==> src/rtl/fwd_hazard_unit_if.sv <==
// -----------------------------------------------------------------------------
// fwd_hazard_unit_if
//
// Purpose:
//   Bundles the pipeline-register fields that the forwarding / hazard unit
//   observes, together with the forwarding selects, stall controls and stall
//   counter that it produces.
//
// Parameters:
//   AW     register-address width
//   CNT_W  stall-counter width
//
// Signals (direction as seen by the hazard unit, i.e. the slave modport):
//   fwd_en                  in   1 = forwarding mode, 0 = stall-only mode
//   IFID_src1/IFID_src2     in   source registers of the instruction in ID
//   IDEX_src1/IDEX_src2     in   source registers of the instruction in EX
//   IDEX_MemRead            in   instruction in EX is a load
//   IDEX_RegWrite           in   instruction in EX writes a register
//   IDEX_dest               in   destination of the instruction in EX
//   EXMEM_RegWrite/_dest    in   EX/MEM write enable and destination
//   MEMWB_RegWrite/_dest    in   MEM/WB write enable and destination
//   fwdA/fwdB               out  ALU operand select (0 regfile, 1 EX/MEM, 2 MEM/WB)
//   stall                   out  hold PC and IF/ID
//   IDEX_flush              out  insert a bubble into ID/EX
//   stall_count             out  saturating count of stall cycles since reset
// -----------------------------------------------------------------------------
`default_nettype none

interface fwd_hazard_unit_if #(
    parameter int AW    = 5,
    parameter int CNT_W = 16
);
    logic             fwd_en;
    logic [AW-1:0]    IFID_src1;
    logic [AW-1:0]    IFID_src2;
    logic [AW-1:0]    IDEX_src1;
    logic [AW-1:0]    IDEX_src2;
    logic             IDEX_MemRead;
    logic             IDEX_RegWrite;
    logic [AW-1:0]    IDEX_dest;
    logic             EXMEM_RegWrite;
    logic [AW-1:0]    EXMEM_dest;
    logic             MEMWB_RegWrite;
    logic [AW-1:0]    MEMWB_dest;

    logic [1:0]       fwdA;
    logic [1:0]       fwdB;
    logic             stall;
    logic             IDEX_flush;
    logic [CNT_W-1:0] stall_count;

    // Pipeline side: drives the stage fields, consumes the hazard decisions.
    modport master (
        output fwd_en,
        output IFID_src1, IFID_src2,
        output IDEX_src1, IDEX_src2,
        output IDEX_MemRead, IDEX_RegWrite, IDEX_dest,
        output EXMEM_RegWrite, EXMEM_dest,
        output MEMWB_RegWrite, MEMWB_dest,
        input  fwdA, fwdB, stall, IDEX_flush, stall_count
    );

    // Hazard unit side.
    modport slave (
        input  fwd_en,
        input  IFID_src1, IFID_src2,
        input  IDEX_src1, IDEX_src2,
        input  IDEX_MemRead, IDEX_RegWrite, IDEX_dest,
        input  EXMEM_RegWrite, EXMEM_dest,
        input  MEMWB_RegWrite, MEMWB_dest,
        output fwdA, fwdB, stall, IDEX_flush, stall_count
    );
endinterface

`default_nettype wire

==> src/rtl/fwd_hazard_unit.sv <==
// -----------------------------------------------------------------------------
// fwd_hazard_unit
//
// Purpose:
//   Data-hazard control for a classic 5-stage pipeline.
//   * Forwarding mode (fwd_en=1): produces ALU operand selects for the
//     instruction in EX (EX/MEM beats MEM/WB, r0 never forwarded) and stalls
//     only on a load-use hazard. Each load-use hazard yields exactly
//     LOAD_STALL consecutive stall cycles; the first is combinational from
//     the hit, the remaining LOAD_STALL-1 come from the HOLD state.
//   * Stall-only mode (fwd_en=0): forwarding is disabled and ID stalls for
//     as long as any in-flight writer (ID/EX, EX/MEM, MEM/WB) targets one of
//     its nonzero source registers.
//   A saturating counter records the total number of stall cycles.
//
// Parameters:
//   AW          register-address width
//   LOAD_STALL  bubble cycles per load-use hazard, legal 1..7
//   CNT_W       stall-counter width
//
// Ports:
//   clk    in  clock
//   reset  in  synchronous active-high reset
//   bus    fwd_hazard_unit_if.slave  stage fields in, hazard decisions out
// -----------------------------------------------------------------------------
`default_nettype none

module fwd_hazard_unit #(
    parameter int AW         = 5,
    parameter int LOAD_STALL = 1,
    parameter int CNT_W      = 16
) (
    input  wire logic         clk,
    input  wire logic         reset,
    fwd_hazard_unit_if.slave  bus
);

    typedef enum logic {
        IDLE = 1'b0,
        HOLD = 1'b1
    } state_e;

    // Operand-select encoding driven on fwdA/fwdB.
    localparam logic [1:0] SEL_REG   = 2'd0;
    localparam logic [1:0] SEL_EXMEM = 2'd1;
    localparam logic [1:0] SEL_MEMWB = 2'd2;

    // HOLD covers the stall cycles after the first one.
    localparam logic [2:0] HOLD_INIT = 3'(LOAD_STALL - 1);

    state_e           state_q;
    logic [2:0]       cnt_q;
    logic [CNT_W-1:0] stall_count_q;
    logic [CNT_W-1:0] stall_count_d;

    logic exmem_wr_valid;
    logic memwb_wr_valid;
    logic idex_wr_valid;
    logic load_use_hit;
    logic raw_hit;
    logic idle_stall;
    logic stall_int;
    logic [1:0] fwd_a;
    logic [1:0] fwd_b;

    // -------------------------------------------------------------------------
    // Hit detection. A writer only counts if it really writes a nonzero
    // register; r0 is hardwired to zero so it can never carry a dependency.
    // -------------------------------------------------------------------------
    assign exmem_wr_valid = bus.EXMEM_RegWrite && (bus.EXMEM_dest != '0);
    assign memwb_wr_valid = bus.MEMWB_RegWrite && (bus.MEMWB_dest != '0);
    assign idex_wr_valid  = bus.IDEX_RegWrite  && (bus.IDEX_dest  != '0);

    assign load_use_hit = bus.IDEX_MemRead && (bus.IDEX_dest != '0) &&
                          ((bus.IDEX_dest == bus.IFID_src1) ||
                           (bus.IDEX_dest == bus.IFID_src2));

    assign raw_hit =
        (idex_wr_valid  && ((bus.IDEX_dest  == bus.IFID_src1) || (bus.IDEX_dest  == bus.IFID_src2))) ||
        (exmem_wr_valid && ((bus.EXMEM_dest == bus.IFID_src1) || (bus.EXMEM_dest == bus.IFID_src2))) ||
        (memwb_wr_valid && ((bus.MEMWB_dest == bus.IFID_src1) || (bus.MEMWB_dest == bus.IFID_src2)));

    // -------------------------------------------------------------------------
    // Forwarding selects. EX/MEM is checked first because it holds the
    // younger, and therefore correct, value when both stages match.
    // -------------------------------------------------------------------------
    // NOTE: every signal written in an always_comb gets a default on the first
    // line, so no path through the block can leave it unassigned and infer a
    // latch.
    always_comb begin
        fwd_a = SEL_REG;
        fwd_b = SEL_REG;
        if (bus.fwd_en) begin
            if (exmem_wr_valid && (bus.EXMEM_dest == bus.IDEX_src1)) begin
                fwd_a = SEL_EXMEM;
            end else if (memwb_wr_valid && (bus.MEMWB_dest == bus.IDEX_src1)) begin
                fwd_a = SEL_MEMWB;
            end

            if (exmem_wr_valid && (bus.EXMEM_dest == bus.IDEX_src2)) begin
                fwd_b = SEL_EXMEM;
            end else if (memwb_wr_valid && (bus.MEMWB_dest == bus.IDEX_src2)) begin
                fwd_b = SEL_MEMWB;
            end
        end
    end

    // -------------------------------------------------------------------------
    // Stall. In IDLE the stall is a pure function of the current hit so the
    // first bubble lands in the same cycle as the hazard. While reset is high
    // the registered state is about to be discarded, so the IDLE rule applies
    // even if state_q still says HOLD.
    // -------------------------------------------------------------------------
    always_comb begin
        idle_stall = bus.fwd_en ? load_use_hit : raw_hit;
        stall_int  = idle_stall;
        if (!reset && (state_q == HOLD)) begin
            stall_int = 1'b1;
        end
    end

    // -------------------------------------------------------------------------
    // Load-use sequencer. fwd_en is only looked at on the IDLE exit decision,
    // so toggling it mid-HOLD cannot change the length of the sequence.
    // -------------------------------------------------------------------------
    // NOTE: state registers use non-blocking assignments so every flop samples
    // the values from before the edge, independent of statement order.
    always_ff @(posedge clk) begin
        if (reset) begin
            state_q <= IDLE;
            cnt_q   <= '0;
        end else begin
            case (state_q)
                IDLE: begin
                    if (bus.fwd_en && load_use_hit && (LOAD_STALL > 1)) begin
                        state_q <= HOLD;
                        cnt_q   <= HOLD_INIT;
                    end
                end
                HOLD: begin
                    cnt_q <= cnt_q - 3'd1;
                    if (cnt_q == 3'd1) begin
                        state_q <= IDLE;
                    end
                end
                default: begin
                    state_q <= IDLE;
                    cnt_q   <= '0;
                end
            endcase
        end
    end

    // -------------------------------------------------------------------------
    // Stall-cycle counter, saturating at all-ones.
    // -------------------------------------------------------------------------
    always_comb begin
        stall_count_d = stall_count_q;
        if (stall_int && (stall_count_q != '1)) begin
            stall_count_d = stall_count_q + 1'b1;
        end
    end

    always_ff @(posedge clk) begin
        if (reset) begin
            stall_count_q <= '0;
        end else begin
            stall_count_q <= stall_count_d;
        end
    end

    // -------------------------------------------------------------------------
    // Outputs
    // -------------------------------------------------------------------------
    assign bus.fwdA        = fwd_a;
    assign bus.fwdB        = fwd_b;
    assign bus.stall       = stall_int;
    assign bus.IDEX_flush  = stall_int;
    assign bus.stall_count = stall_count_q;

endmodule

`default_nettype wire
==> src/flat_wrapper.sv <==
// flat-port wrapper written by rule: the top's interface ports become plain ports
module fwd_hazard_unit_flat 
#(
    parameter int AW         = 5,
    parameter int LOAD_STALL = 1,
    parameter int CNT_W      = 16
)
  (clk, reset, bus_fwd_en, bus_IFID_src1, bus_IFID_src2, bus_IDEX_src1, bus_IDEX_src2, bus_IDEX_MemRead, bus_IDEX_RegWrite, bus_IDEX_dest, bus_EXMEM_RegWrite, bus_EXMEM_dest, bus_MEMWB_RegWrite, bus_MEMWB_dest, bus_fwdA, bus_fwdB, bus_stall, bus_IDEX_flush, bus_stall_count);
  fwd_hazard_unit_if #(.AW(AW), .CNT_W(CNT_W)) bus_i ();
  input  wire logic clk;
  input  wire logic reset;
  input wire logic [$bits(bus_i.fwd_en)-1:0] bus_fwd_en;
  input wire logic [$bits(bus_i.IFID_src1)-1:0] bus_IFID_src1;
  input wire logic [$bits(bus_i.IFID_src2)-1:0] bus_IFID_src2;
  input wire logic [$bits(bus_i.IDEX_src1)-1:0] bus_IDEX_src1;
  input wire logic [$bits(bus_i.IDEX_src2)-1:0] bus_IDEX_src2;
  input wire logic [$bits(bus_i.IDEX_MemRead)-1:0] bus_IDEX_MemRead;
  input wire logic [$bits(bus_i.IDEX_RegWrite)-1:0] bus_IDEX_RegWrite;
  input wire logic [$bits(bus_i.IDEX_dest)-1:0] bus_IDEX_dest;
  input wire logic [$bits(bus_i.EXMEM_RegWrite)-1:0] bus_EXMEM_RegWrite;
  input wire logic [$bits(bus_i.EXMEM_dest)-1:0] bus_EXMEM_dest;
  input wire logic [$bits(bus_i.MEMWB_RegWrite)-1:0] bus_MEMWB_RegWrite;
  input wire logic [$bits(bus_i.MEMWB_dest)-1:0] bus_MEMWB_dest;
  output wire logic [$bits(bus_i.fwdA)-1:0] bus_fwdA;
  output wire logic [$bits(bus_i.fwdB)-1:0] bus_fwdB;
  output wire logic [$bits(bus_i.stall)-1:0] bus_stall;
  output wire logic [$bits(bus_i.IDEX_flush)-1:0] bus_IDEX_flush;
  output wire logic [$bits(bus_i.stall_count)-1:0] bus_stall_count;
  assign bus_i.fwd_en = bus_fwd_en;
  assign bus_i.IFID_src1 = bus_IFID_src1;
  assign bus_i.IFID_src2 = bus_IFID_src2;
  assign bus_i.IDEX_src1 = bus_IDEX_src1;
  assign bus_i.IDEX_src2 = bus_IDEX_src2;
  assign bus_i.IDEX_MemRead = bus_IDEX_MemRead;
  assign bus_i.IDEX_RegWrite = bus_IDEX_RegWrite;
  assign bus_i.IDEX_dest = bus_IDEX_dest;
  assign bus_i.EXMEM_RegWrite = bus_EXMEM_RegWrite;
  assign bus_i.EXMEM_dest = bus_EXMEM_dest;
  assign bus_i.MEMWB_RegWrite = bus_MEMWB_RegWrite;
  assign bus_i.MEMWB_dest = bus_MEMWB_dest;
  assign bus_fwdA = bus_i.fwdA;
  assign bus_fwdB = bus_i.fwdB;
  assign bus_stall = bus_i.stall;
  assign bus_IDEX_flush = bus_i.IDEX_flush;
  assign bus_stall_count = bus_i.stall_count;
  fwd_hazard_unit #(.AW(AW), .LOAD_STALL(LOAD_STALL), .CNT_W(CNT_W)) u_core (.clk(clk), .reset(reset), .bus(bus_i));
endmodule
==> config.mk <==
export PLATFORM = sky130hd
export DESIGN_NAME = fwd_hazard_unit_flat
export DESIGN_NICKNAME = d
export VERILOG_FILES = /design/src/rtl/fwd_hazard_unit_if.sv /design/src/rtl/fwd_hazard_unit.sv /design/src/flat_wrapper.sv
export SDC_FILE = /design/constraint.sdc
export NUM_CORES = 1
export LEC_CHECK = 0
export CORE_MARGIN = 10
export CORE_UTILIZATION = 41
export CTS_CLUSTER_DIAMETER = 40
export CTS_CLUSTER_SIZE = 16
export DETAILED_ROUTE_END_ITERATION = 8
export HOLD_SLACK_MARGIN = 0.08
export PLACE_DENSITY = 0.78
export SLEW_MARGIN = 20
export SYNTH_ARGS = -nofsm -noshare
export SYNTH_HDL_FRONTEND = slang
export SYNTH_SLANG_ARGS = --single-unit
==> constraint.sdc <==
create_clock -name clk -period 2.19 [get_ports clk]
set_input_delay 0.3285 -clock clk [delete_from_list [all_inputs] [get_ports clk]]
set_output_delay 0.3285 -clock clk [all_outputs]
set_load 0.01 [all_outputs]
=== Word-level counts from Yosys, hierarchy flattened ===
Cells that the tools add are included.
Widths: inputs -> output; s select.

* Register bits: 20
* Bits in latches: 0
* Memory bits (writable): 0
* ROM bits: 0
* Word-level logic and storage cells: 51
* Memories kept: 0

* $add $sub $neg: 2
* Multiply operators: 0
* Div/mod/pow operators: 0
* $lt $le $gt $ge: 0
* Equality and inequality tests: 12
* Shifts and indexed selects: 0
* Multiplexer cells: 9
* Bitwise logic cells: 1
* Reductions and logical operators: 24

{| class="wikitable"
|+ Operators by type and width
! cell !! number
|-
| $eq 5x5->1 || 10
|-
| $add 16x1->16 const B || 1
|-
| $ne 16x16->1 const B || 1
|-
| $reduce_bool 5->1 || 3
|-
| $logic_and 1x1->1 || 14
|-
| $mux 2 || 6
|-
| $logic_or 1x1->1 || 5
|-
| $eq 3x1->1 const B || 1
|-
| $mux 1 || 3
|-
| $sub 3x1->3 const B || 1
|-
| $reduce_or 2->1 || 1
|-
| $logic_not 1->1 || 1
|-
| $not 1->1 || 1
|}

=== Depth between registers and ports, before layout ===
Gate-level depths: netlist of run 1.

* Depth after elaboration: 8
* Mapped depth: 9
* Gate-level depth less buffers: 7

=== Worst setup path before layout of run 1 ===
OpenSTA, ideal clock, no wires.

* Kind: input port to flip-flop
* From: in bus_EXMEM_dest[3]
* To: reg u_core.stall_count_q[12], in the netlist u_core.bus.stall_count[12]
* Setup time: 0.121 ns
* Data arrival time: 2.050 ns
* Data required time: 2.069 ns
* Setup slack: 0.018 ns
* Stages: 8
* Buffers on the path: 2
* Path through: buf_2 -> or4_4 -> o21ai_2 -> o31ai_2 -> or2_1 -> buf_6 -> and4_4 -> mux2_4

* Longest elaborated chain between the ends: 8
* Elaborated cells between the ends (all ways): 11
* Those cells by class: 2 x eq/ne; 2 x mux; 7 x reduce/logical

{| class="wikitable"
|+ Ends and longest elaborated chain
! element !! line !! source
|-
| start, declared || flat_wrapper.sv:21 || <nowiki>input wire logic [$bits(bus_i.EXMEM_dest)-1:0] bus_EXMEM_dest;</nowiki>
|-
| $eq 5x5->1 or $reduce_bool 5->1 (tied branches) || fwd_hazard_unit.sv:80, fwd_hazard_unit.sv:70 ||
|-
| $logic_or 1x1->1 or $logic_and 1x1->1 (tied branches) || fwd_hazard_unit.sv:80, fwd_hazard_unit.sv:70 ||
|-
| $logic_and 1x1->1 (*) || fwd_hazard_unit.sv:80 || <nowiki>(exmem_wr_valid && ((bus.EXMEM_dest == bus.IFID_src1) || (bus.EXMEM_dest == bus.IFID_src2))) ||</nowiki>
|-
| $logic_or 1x1->1 (*) || fwd_hazard_unit.sv:79 || <nowiki>(idex_wr_valid && ((bus.IDEX_dest == bus.IFID_src1) || (bus.IDEX_dest == bus.IFID_src2))) ||</nowiki>
|-
| $logic_or 1x1->1 (*) || fwd_hazard_unit.sv:80 ||
|-
| $mux 1 (*) || fwd_hazard_unit.sv:115 || <nowiki>idle_stall = bus.fwd_en ? load_use_hit : raw_hit;</nowiki>
|-
| $mux 1 (*) || fwd_hazard_unit.sv:117 || <nowiki>if (!reset && (state_q == HOLD)) begin</nowiki>
|-
| named net bus_IDEX_flush || flat_wrapper.sv:27 || <nowiki>output wire logic [$bits(bus_i.IDEX_flush)-1:0] bus_IDEX_flush;</nowiki>
|-
| $logic_and 1x1->1 (*) || fwd_hazard_unit.sv:159 || <nowiki>if (stall_int && (stall_count_q != '1)) begin</nowiki>
|-
| end signal, assigned || fwd_hazard_unit.sv:168 || <nowiki>stall_count_q <= stall_count_d;</nowiki>
|-
| end, declared || fwd_hazard_unit.sv:53 || <nowiki>logic [CNT_W-1:0] stall_count_q;</nowiki>
|}

The timed path passes the listed nets; every way through them passes the cells marked *.
A chain may end at the register's enable or synchronous reset.

=== Worst setup path after layout of run 1 ===
* From: in bus_EXMEM_dest[0]
* To: out bus_fwdB[0]

* Longest elaborated chain between the ends: 5
* Elaborated cells between the ends (all ways): 6
* Those cells by class: 1 x eq/ne; 2 x mux; 3 x reduce/logical

{| class="wikitable"
|+ Ends and longest elaborated chain
! element !! line !! source
|-
| $reduce_bool 5->1 || fwd_hazard_unit.sv:70 || <nowiki>assign exmem_wr_valid = bus.EXMEM_RegWrite && (bus.EXMEM_dest != '0);</nowiki>
|-
| $logic_and 1x1->1 || fwd_hazard_unit.sv:70 ||
|-
| $logic_and 1x1->1 (*) || fwd_hazard_unit.sv:100 || <nowiki>if (exmem_wr_valid && (bus.EXMEM_dest == bus.IDEX_src2)) begin</nowiki>
|-
| $mux 2 (*) || fwd_hazard_unit.sv:100 ||
|-
| $mux 2 (*) || fwd_hazard_unit.sv:93 || <nowiki>if (bus.fwd_en) begin</nowiki>
|-
| end, declared || flat_wrapper.sv:25 || <nowiki>output wire logic [$bits(bus_i.fwdB)-1:0] bus_fwdB;</nowiki>
|}

Mark *: on every way between the ends. The rest lies on a longest branch, timed or not.

==> results.sh, run 1 <==
export IMPL_status="finished, final reports clean"
export IMPL_fmax_ghz=0.4629
export IMPL_worst_pin_slew_ps=325.3
export IMPL_async_flop_share_pct=0
export IMPL_grt_usage_pct=14.11
export IMPL_fin_ws_ps=29.93
export IMPL_synth_edf_count=0
export IMPL_clk_latency_ps=260
export IMPL_detail_route_antenna_nets=0
export IMPL_synthCells=210
export IMPL_yosys_most_used_dff="dfxtp_1"
export IMPL_min_from="u_core.cnt_q[2]$_SDFFE_PP0P_"
export IMPL_fp_row_count=23
export IMPL_cts_tree="yes"
export IMPL_numCtsBuffers=3
export IMPL_synthesis_area_mm2=0.001737
export IMPL_irDropWorstVdd_uv=219.2
export IMPL_final_setup_skew_ps=5.801
export IMPL_antenna_found_initial=0
export IMPL_power_density_mw_per_mm2=382.6
export IMPL_critPathRequiredTime_ps=1860
export IMPL_r2r_start="u_core.bus.stall_count[1]$_SDFFE_PP0P_"
export IMPL_rsz0062_at_grt="true"
export IMPL_synth_cell_type_count=42
export IMPL_dr_pass1_iters=4
export IMPL_slew_violations=0
export IMPL_timing_hold_ws_ps=486.0
export IMPL_n_antenna_cell=0
export IMPL_drtIter0Drc=66
export IMPL_avgViaCountPerCell=5.228
export IMPL_yosys_warnings=0
export IMPL_ys_seq_elements=20
export IMPL_synth_seq_area_share_pct=23.05
export IMPL_hold_class="reg2reg"
export IMPL_dp_slack_ps=-598.5
export IMPL_finalNonFillerCells=355
export IMPL_num_vias=1856
export IMPL_die_w_um=85.08
export IMPL_setup_violations_final=0
export IMPL_design_area_mm2=0.002739
export IMPL_wl_per_cell_um=15.69
export IMPL_cts_hold_buf=0
export IMPL_htree_levels=1
export IMPL_crit_path_start_kind="input pin"
export IMPL_grt_pass1_vias=1849
export IMPL_hold_violations=0
export IMPL_syn_nets=255
export IMPL_die_h_um=85.08
export IMPL_leakagePower_nw=1.107
export IMPL_cp_common_cell="buf_4"
export IMPL_critPathMaxStageDelay_ps=360
export IMPL_drive_gt1_share_pct=29.84
export IMPL_cp_arrival_ps=1830
export IMPL_place_detailed_hpwl_um=4444
export IMPL_timing_setup_tns_ps=0
export IMPL_grt_pass1_wl_um=8707
export IMPL_fin_nets=351
export IMPL_io_buffers=63
export IMPL_yosysTopAreaCell="dfxtp_1"
export IMPL_min_period_ps=2160
export IMPL_overflow=0
export IMPL_cts_sinks=20
export IMPL_worstSetupStartpoint="bus_EXMEM_dest[0]"
export IMPL_slowest_stage="nor4_2"
export IMPL_synth_area_leaders="dfxtp_1 (23%), xor2_1 (22%), xnor2_1 (6.1%)"
export IMPL_fill_cells=344
export IMPL_endpoint_kind="primary output"
export IMPL_drc=0
export IMPL_cts_buffer_depth=2
export IMPL_path_clk_slew_ps=80
export IMPL_routed_wl_um=5571
export IMPL_synth_top_area_share_pct=23.05
export IMPL_start_util_pct=42.80
export IMPL_critPathKind="in2out"
export IMPL_area_growth_synth_to_final_pct=57.71
export IMPL_cts_root_buf="clkbuf_8"
export IMPL_gp_congestion=0.8947
export IMPL_coreArea_mm2=0.004058
export IMPL_finalCritPeriodShare_pct=98.63
export IMPL_dp_cells=347
export IMPL_p_total_mw=1.048
export IMPL_io_pin_count=64
export IMPL_drv_cap=0
export IMPL_cp_max_fo=3
export IMPL_fin_util_pct=67.50
export IMPL_die_area_mm2=0.007239
export IMPL_cp_cell_sequence="clkdlybuf4s15_1 > buf_4 > buf_4 > xnor2_1 > nand3_1 > nor4_2 > and2_1 > clkbuf_2"
export IMPL_placedInstanceArea_mm2=0.002623
export IMPL_slew_headroom_pct=78.13
export IMPL_grt_max_degree=22
export IMPL_synth_area_per_cell_um2=8.270
-- layer usage --
| layer | track usage, % | part of all wire [%] | vias up | routed length (µm) |
|---|---|---|---|---|
| met1 | 15.44 | 39 | 863 | 2191 |
| met5 | 0 | 0 | - | 0 |
| met4 | 4.192 | 2.7 | 0 | 148 |
| met2 | 24.80 | 50 | 63 | 2758 |
| li1 | - | - | 914 | - |
| met3 | 5.067 | 8.5 | 16 | 472 |
-- cell usage in the layout (no fill, tap or decap), types with 3 or more instances in the layout --
master | Yosys | routed
ha_1 | 3 | 3
xor2_1 | 43 | 43
a21oi_1 | 9 | 9
inv_1 | 7 | 7
xnor2_1 | 12 | 11
buf_4 | 1 | 39
nor3_1 | 13 | 8
nand2_1 | 6 | 6
dfxtp_1 | 20 | 20
buf_2 | 8 | 5
o21ba_2 | 5 | 5
nor2_1 | 14 | 14
nand3_1 | 11 | 11
or3_1 | 4 | 4
clkbuf_8 | 0 | 3
and3_1 | 3 | 3
nand4_1 | 3 | 3
nor2b_1 | 3 | 3
clkbuf_2 | 0 | 10
o21ai_0 | 5 | 4
dlygate4sd2_1 | 0 | 13
buf_6 | 4 | 3
o21a_1 | 4 | 4
clkdlybuf4s50_1 | 0 | 32
nor3_2 | 1 | 6
-- what timing repair did --
item	in CTS	in global routing
buffers inserted	1	2
pin swaps	11	13
gates resized for setup	57	33
cloned	0	1
endpoints found under the setup margin	19	18
-- path summary, 6_finish.rpt --
check	end	slack (ps)	cells after the start
hold / removal	u_core.state_q$_SDFF_PN0_	490	2
setup reg to reg	u_core.bus.stall_count[0]$_SDFFE_PP0P_	260	9
setup / recovery	bus_fwdB[0]	30	8
hold reg to reg	u_core.state_q$_SDFF_PN0_	490	2
-- worst max-delay path, delay by kind of cell --
family | cells | cell delay, ps
xor+xnor | 1 | 220
buf+inv | 4 | 610
simple gates | 3 | 660
-- layout make-up --
cell class                      count  area, µm²  share of cell area, %
Multi-Input combinational cell    168       1300                  47.46
Timing Repair Buffer              106      878.3                  32.07
Sequential cell                    20      400.4                  14.62
Tap cell                           50      62.56                  2.284
Clock buffer                        3      41.29                  1.508
Clock inverter                      1      30.03                  1.096
Inverter                            7      26.28                 0.9593
-- cells by family after synthesis --
logic type	after synthesis	synth area share (%)
buffers and inverters	22	7.277
AO/OA/AOI/OAI	37	15.71
adder cells (fa/ha/maj)	3	2.162
XOR/XNOR	55	27.74
multiplexers	3	2.161
AND/OR/NAND/NOR	70	21.90
flip-flops	20	23.05
-- Yosys cell counts, drive strengths merged, types with 2 or more instances --
cell type,count
a22oi,3
dfxtp,20
a21oi,9
clkbuf,2
and2,2
nand4,3
o21ai,8
nand2,6
o211ai,2
or3,4
nor4,3
xor2,43
buf,13
xnor2,12
and3,3
nor2,14
ha,3
mux2,3
or4,3
and4,2
nor2b,3
o21ba,5
o21a,4
inv,7
nor3,14
nand3,11
-- state kept, by name, indices dropped and copies added (netlist names) --
name	count
u_core.bus.stall_count	16
u_core.cnt_q	3
u_core.state_q	1
-- report_power, final --
group / switching (mW) / total (mW) / internal [mW]
clock network: 0.127 / 0.371 / 0.244
registers: 0.00111 / 0.366 / 0.365
logic: 0.146 / 0.311 / 0.165
No activity file was read; power rests on OpenSTA's default activity.
==> inputs of run 2 (changes only) <==
- CORE_MARGIN: 10 -> 2
==> run 2 against run 1 <==
Against the previous run:
- sequential cell count did not move
- clock skew decreased by 2.5 ps
- maximum frequency grew 0.88%
- global-route usage up 6.2 points
- critical path type unchanged
- largest power group is now sequential cells
- highest routed layer unchanged
==> results.sh, run 2 (synthesis results as in run 1) <==
export IMPL_worst_pin_slew_ps=303.9
export IMPL_slew_violations=0
export IMPL_slew_headroom_pct=79.71
export IMPL_area_growth_synth_to_final_pct=55.91
export IMPL_overflow=0
export IMPL_htree_levels=1
export IMPL_irDropWorstVdd_uv=227.0
export IMPL_coreArea_mm2=0.004029
export IMPL_dr_pass1_iters=4
export IMPL_routed_wl_um=4960
export IMPL_finalNonFillerCells=350
export IMPL_regArea_um2=400.4
export IMPL_cts_sinks=20
export IMPL_n_antenna_cell=0
export IMPL_fin_nets=346
export IMPL_io_pin_count=64
export IMPL_fin_ws_ps=48.84
export IMPL_grt_pass1_wl_um=8176
export IMPL_grt_pass1_vias=1841
export IMPL_slowest_stage="or4_4"
export IMPL_placedInstanceArea_mm2=0.002585
export IMPL_die_area_mm2=0.004772
export IMPL_wl_met3_um=301
export IMPL_critPathKind="in2out"
export IMPL_final_common_cell="xor2_1"
export IMPL_wl_met2_um=2572
export IMPL_fmax_ghz=0.4670
export IMPL_wl_met1_um=1999
export IMPL_cp_cell_sequence="clkdlybuf4s15_1 > or4_4 > o21ai_4 > nor4_4 > nor3_2 > dlygate4sd2_1"
export IMPL_grt_usage_pct=20.28
export IMPL_hold_class="reg2reg"
export IMPL_grt_max_degree=22
export IMPL_design_area_mm2=0.002708
export IMPL_clk_latency_ps=270
export IMPL_drive_gt1_share_pct=29.33
export IMPL_dp_slack_ps=-625.0
export IMPL_die_h_um=69.08
export IMPL_endpoint_kind="primary output"
export IMPL_crit_path_start_kind="input pin"
export IMPL_top_layer="met4"
export IMPL_cp_arrival_ps=1810
export IMPL_cts_root_buf="clkbuf_8"
export IMPL_gp_congestion=0.8668
export IMPL_wl_per_cell_um=14.17
export IMPL_io_buffers=63
export IMPL_crit_family="simple AND/OR/NAND/NOR gates"
export IMPL_multi_input_area_mm2=0.001321
export IMPL_path_clk_slew_ps=70
export IMPL_die_w_um=69.08
export IMPL_status="finished, final reports clean"
export IMPL_fp_row_count=23
export IMPL_detail_route_antenna_nets=0
export IMPL_numCtsBuffers=3
export IMPL_finalCritPeriodShare_pct=97.77
export IMPL_leakagePower_nw=1.090
export IMPL_timing_setup_tns_ps=0
export IMPL_final_cell_mix="xor2_1 (43), buf_4 (35), clkdlybuf4s50_1 (31)"
export IMPL_drv_cap=0
export IMPL_drc=0
export IMPL_fill_cells=342
export IMPL_avgViaCountPerCell=5.251
export IMPL_cp_max_fo=4
export IMPL_power_density_mw_per_mm2=355.5
export IMPL_drtIter0Drc=112
export IMPL_num_vias=1838
export IMPL_cp_num_buf_inv=2
export IMPL_place_detailed_hpwl_um=3740
export IMPL_min_period_ps=2141
export IMPL_critPathRequiredTime_ps=1860
export IMPL_final_setup_skew_ps=3.297
export IMPL_critPathMaxStageDelay_ps=450
export IMPL_dp_cells=342
export IMPL_largest_register_ffs=16
export IMPL_antenna_found_initial=0
export IMPL_hold_violations=0
export IMPL_cts_buffer_depth=2
export IMPL_p_total_mw=0.9626
export IMPL_cts_tree="yes"
export IMPL_start_util_pct=43.11
export IMPL_setup_violations_final=0
run 2: cell count changes in the layout (fill, tap and decap cells not counted), moves of 2 or more:
cell,delta
buf_4,-4
clkbuf_2,-3
buf_2,+2
clkdlybuf4s15_2,-2
run 2: layout make-up:
type	instances	area share, %
clock buffer	4	2.033
inverter	7	0.9704
multi-input combinational	168	48.80
sequential	20	14.79
tap	50	2.311
timing repair buffer	101	31.10
run 2: metal layers:
metal,vias up,GRT usage [%]
met2,77,38.46
met4,0,5.664
met5,-,0
met3,10,3.801
li1,907,-
met1,844,22.76
run 2: stage by stage:
step / utilization [%] / hold slack, ps
after global routing: 67.21 / 524.4
after detailed placement: 64.16 / 471.4
after CTS: 66.27 / 478.9
after global placement: 64.16 / 464.1
after floorplan: - / 449.9
final: 67.21 / 479.5
run 2: worst paths after layout:
check	startpoint	end	slack [ps]	cells past startpoint
max	bus_EXMEM_dest[4]	bus_fwdB[1]	50	6
min	u_core.cnt_q[1]$_SDFFE_PP0P_	u_core.cnt_q[1]$_SDFFE_PP0P_	480	2
max reg2reg	u_core.bus.stall_count[1]$_SDFFE_PP0P_	u_core.bus.stall_count[9]$_SDFFE_PP0P_	130	9
min reg2reg	u_core.cnt_q[1]$_SDFFE_PP0P_	u_core.cnt_q[1]$_SDFFE_PP0P_	480	2
run 2: timing repair:
item | 4_1_cts | 5_1_grt
cloned | 0 | 1
endpoints found under the setup margin | 20 | 18
setup buffers | 3 | 2
gates resized for setup | 68 | 28
pin swaps | 16 | 14
hold buffers | 0 | 0
run 2: worst reg2reg max path: cells and delay by family, from the launching register on:
kind            cells  cell delay [ps]
fa+ha+maj           1              240
buf+inv             2              260
flops               1              410
compound gates      2              360
simple gates        4              700
run 2: power breakdown:
part	switching [mW]	internal [mW]	total, mW
clock network	0.126	0.160	0.287
logic	0.146	0.164	0.310
registers	0.00105	0.365	0.366
==> inputs of run 3 (changes only) <==
- SKIP_LAST_GASP: default -> 1
==> run 3 against run 2 <==
Against the previous run:
- wire length shrank 1.1%
- critical path type is now in2reg
- sequential cell count is the same
- utilization shrank 0.34 points
- cell count is the same
- clock power is essentially flat
- first-iteration DRC count grew 14%
==> results.sh, run 3 (synthesis results as in run 1) <==
export IMPL_status="finished, final reports clean"
export IMPL_cts_buffer_depth=2
export IMPL_final_common_cell="xor2_1"
export IMPL_fin_nets=346
export IMPL_gp_congestion=0.8668
export IMPL_coreArea_mm2=0.004029
export IMPL_start_util_pct=43.11
export IMPL_detail_route_antenna_nets=0
export IMPL_p_sw_mw=0.2687
export IMPL_grt_max_degree=22
export IMPL_critPathMaxStageDelay_ps=520
export IMPL_final_cell_mix="xor2_1 (43), buf_4 (35), clkdlybuf4s50_1 (31)"
export IMPL_numCtsBuffers=3
export IMPL_cts_sinks=20
export IMPL_crit_path_start_kind="input pin"
export IMPL_clk_latency_ps=260
export IMPL_placedInstanceArea_mm2=0.002585
export IMPL_hold_violations=0
export IMPL_clockPowerShare_pct=29.9
export IMPL_overflow=0
export IMPL_final_setup_skew_ps=2.444
export IMPL_p_int_mw=0.6883
export IMPL_cts_root_buf="clkbuf_8"
export IMPL_grt_usage_pct=20.28
export IMPL_die_w_um=69.08
export IMPL_finalCritPeriodShare_pct=97.42
export IMPL_switching_share_pct=28.07
export IMPL_num_vias=1828
export IMPL_fin_util_pct=66.86
export IMPL_io_buffers=63
export IMPL_n_antenna_cell=0
export IMPL_die_h_um=69.08
export IMPL_design_area_mm2=0.002694
export IMPL_finalNonFillerCells=350
export IMPL_leakagePower_nw=1.086
export IMPL_cp_arrival_ps=2300
export IMPL_wl_per_cell_um=14.01
export IMPL_drtIter0Drc=128
export IMPL_cp_common_cell="buf_4"
export IMPL_dp_cells=342
export IMPL_slowest_stage="or4_4"
export IMPL_setup_violations_final=0
export IMPL_seq_power_share_pct=38.3
export IMPL_die_area_mm2=0.004772
export IMPL_fmax_ghz=0.4687
export IMPL_area_growth_synth_to_final_pct=55.12
export IMPL_io_pin_count=64
export IMPL_drc=0
export IMPL_fp_row_count=23
export IMPL_irDropWorstVdd_uv=225.9
export IMPL_path_clk_slew_ps=70
export IMPL_grt_pass1_vias=1841
export IMPL_power_density_mw_per_mm2=355.3
export IMPL_cp_cell_sequence="dlygate4sd2_1 > or4_4 > o21ai_2 > o32ai_2 > buf_4 > buf_4 > o21ai_2 > buf_6 > buf_4 > nor3_1 > o21ba_2"
export IMPL_grt_pass1_wl_um=8176
export IMPL_rsz0062_at_grt="true"
export IMPL_drive_gt1_share_pct=29.00
export IMPL_routed_wl_um=4904
export IMPL_largest_register_ffs=16
export IMPL_htree_levels=1
export IMPL_worst_pin_slew_ps=297.2
export IMPL_antenna_found_initial=0
export IMPL_critPathRequiredTime_ps=2350
export IMPL_pwr_share_comb_pct=31.8
export IMPL_hold_class="reg2reg"
export IMPL_place_detailed_hpwl_um=3740
export IMPL_avgViaCountPerCell=5.223
export IMPL_cp_max_fo=6
export IMPL_drv_cap=0
export IMPL_min_period_ps=2134
export IMPL_slew_headroom_pct=80.02
export IMPL_p_total_mw=0.9570
export IMPL_critPathKind="in2reg"
export IMPL_endpoint_kind="register"
export IMPL_cts_tree="yes"
export IMPL_dr_pass1_iters=4
export IMPL_slew_violations=0
[run 3: area by class of cell]
cell class / instances / area (µm²)
fillers: 344 / 1335
multi-input cells: 168 / 1308
repair buffers: 101 / 842.1
flip-flops and latches: 20 / 400.4
well taps: 50 / 62.56
clock buffers: 4 / 55.05
inverters: 7 / 26.28
[run 3: metal layers]
layer | global-route usage (%) | vias to the layer above | routed length, µm | part of all wire, %
li1 | - | 905 | - | -
met3 | 3.801 | 7 | 257 | 5.2
met2 | 38.46 | 65 | 2565 | 52
met5 | 0 | - | 0 | 0
met4 | 5.664 | 0 | 69 | 1.4
met1 | 22.76 | 851 | 2012 | 41
[run 3: worst max-delay path, delay by kind of cell]
kind | cells | cell delay [ps]
AO/OA/AOI/OAI | 4 | 620
buffers and inverters | 5 | 790
AND/OR/NAND/NOR | 2 | 560
[run 3: what timing repair did]
| item | 4_1_cts | 5_1_grt |
|---|---|---|
| hold buffers | 0 | 0 |
| endpoints found under the hold margin | 0 | 0 |
| endpoints found under the setup margin | 20 | 18 |
| gates cloned | 0 | 1 |
| pin swaps | 16 | 14 |
| gates resized for setup | 68 | 26 |
| setup buffers | 3 | 2 |
[run 3: metrics by stage]
stage	hold slack, ps	setup TNS [ps]	setup WS, ps
2_1_floorplan	449.9	0	18.40
3_3_place_gp	464.1	-9413	-598.9
3_5_place_dp	471.4	-10360	-625.0
4_1_cts	478.9	0	2.302
5_1_grt	524.4	-164.8	-35.51
6_report	478.4	0	56.46
[run 3: path summary, 6_finish.rpt]
kind                                                             start                                endpoint  slack, ps  depth (start not counted)
worst min-delay path                      u_core.cnt_q[1]$_SDFFE_PP0P_            u_core.cnt_q[1]$_SDFFE_PP0P_        480                          2
worst max register to register  u_core.bus.stall_count[1]$_SDFFE_PP0P_  u_core.bus.stall_count[9]$_SDFFE_PP0P_        130                          9
worst max-delay path                                  bus_IDEX_dest[2]  u_core.bus.stall_count[9]$_SDFFE_PP0P_         60                         11
worst min register to register            u_core.cnt_q[1]$_SDFFE_PP0P_            u_core.cnt_q[1]$_SDFFE_PP0P_        480                          2
[run 3: power by group through the flow]
stage / logic (mW) / registers [mW] / clock network (mW)
2_1_floorplan: 0.138 / 0.376 / 0
3_3_place_gp: 0.291 / 0.375 / 0
3_5_place_dp: 0.298 / 0.375 / 0
4_1_cts: 0.297 / 0.366 / 0.290
5_1_grt: 0.329 / 0.366 / 0.313
6_report: 0.304 / 0.366 / 0.286
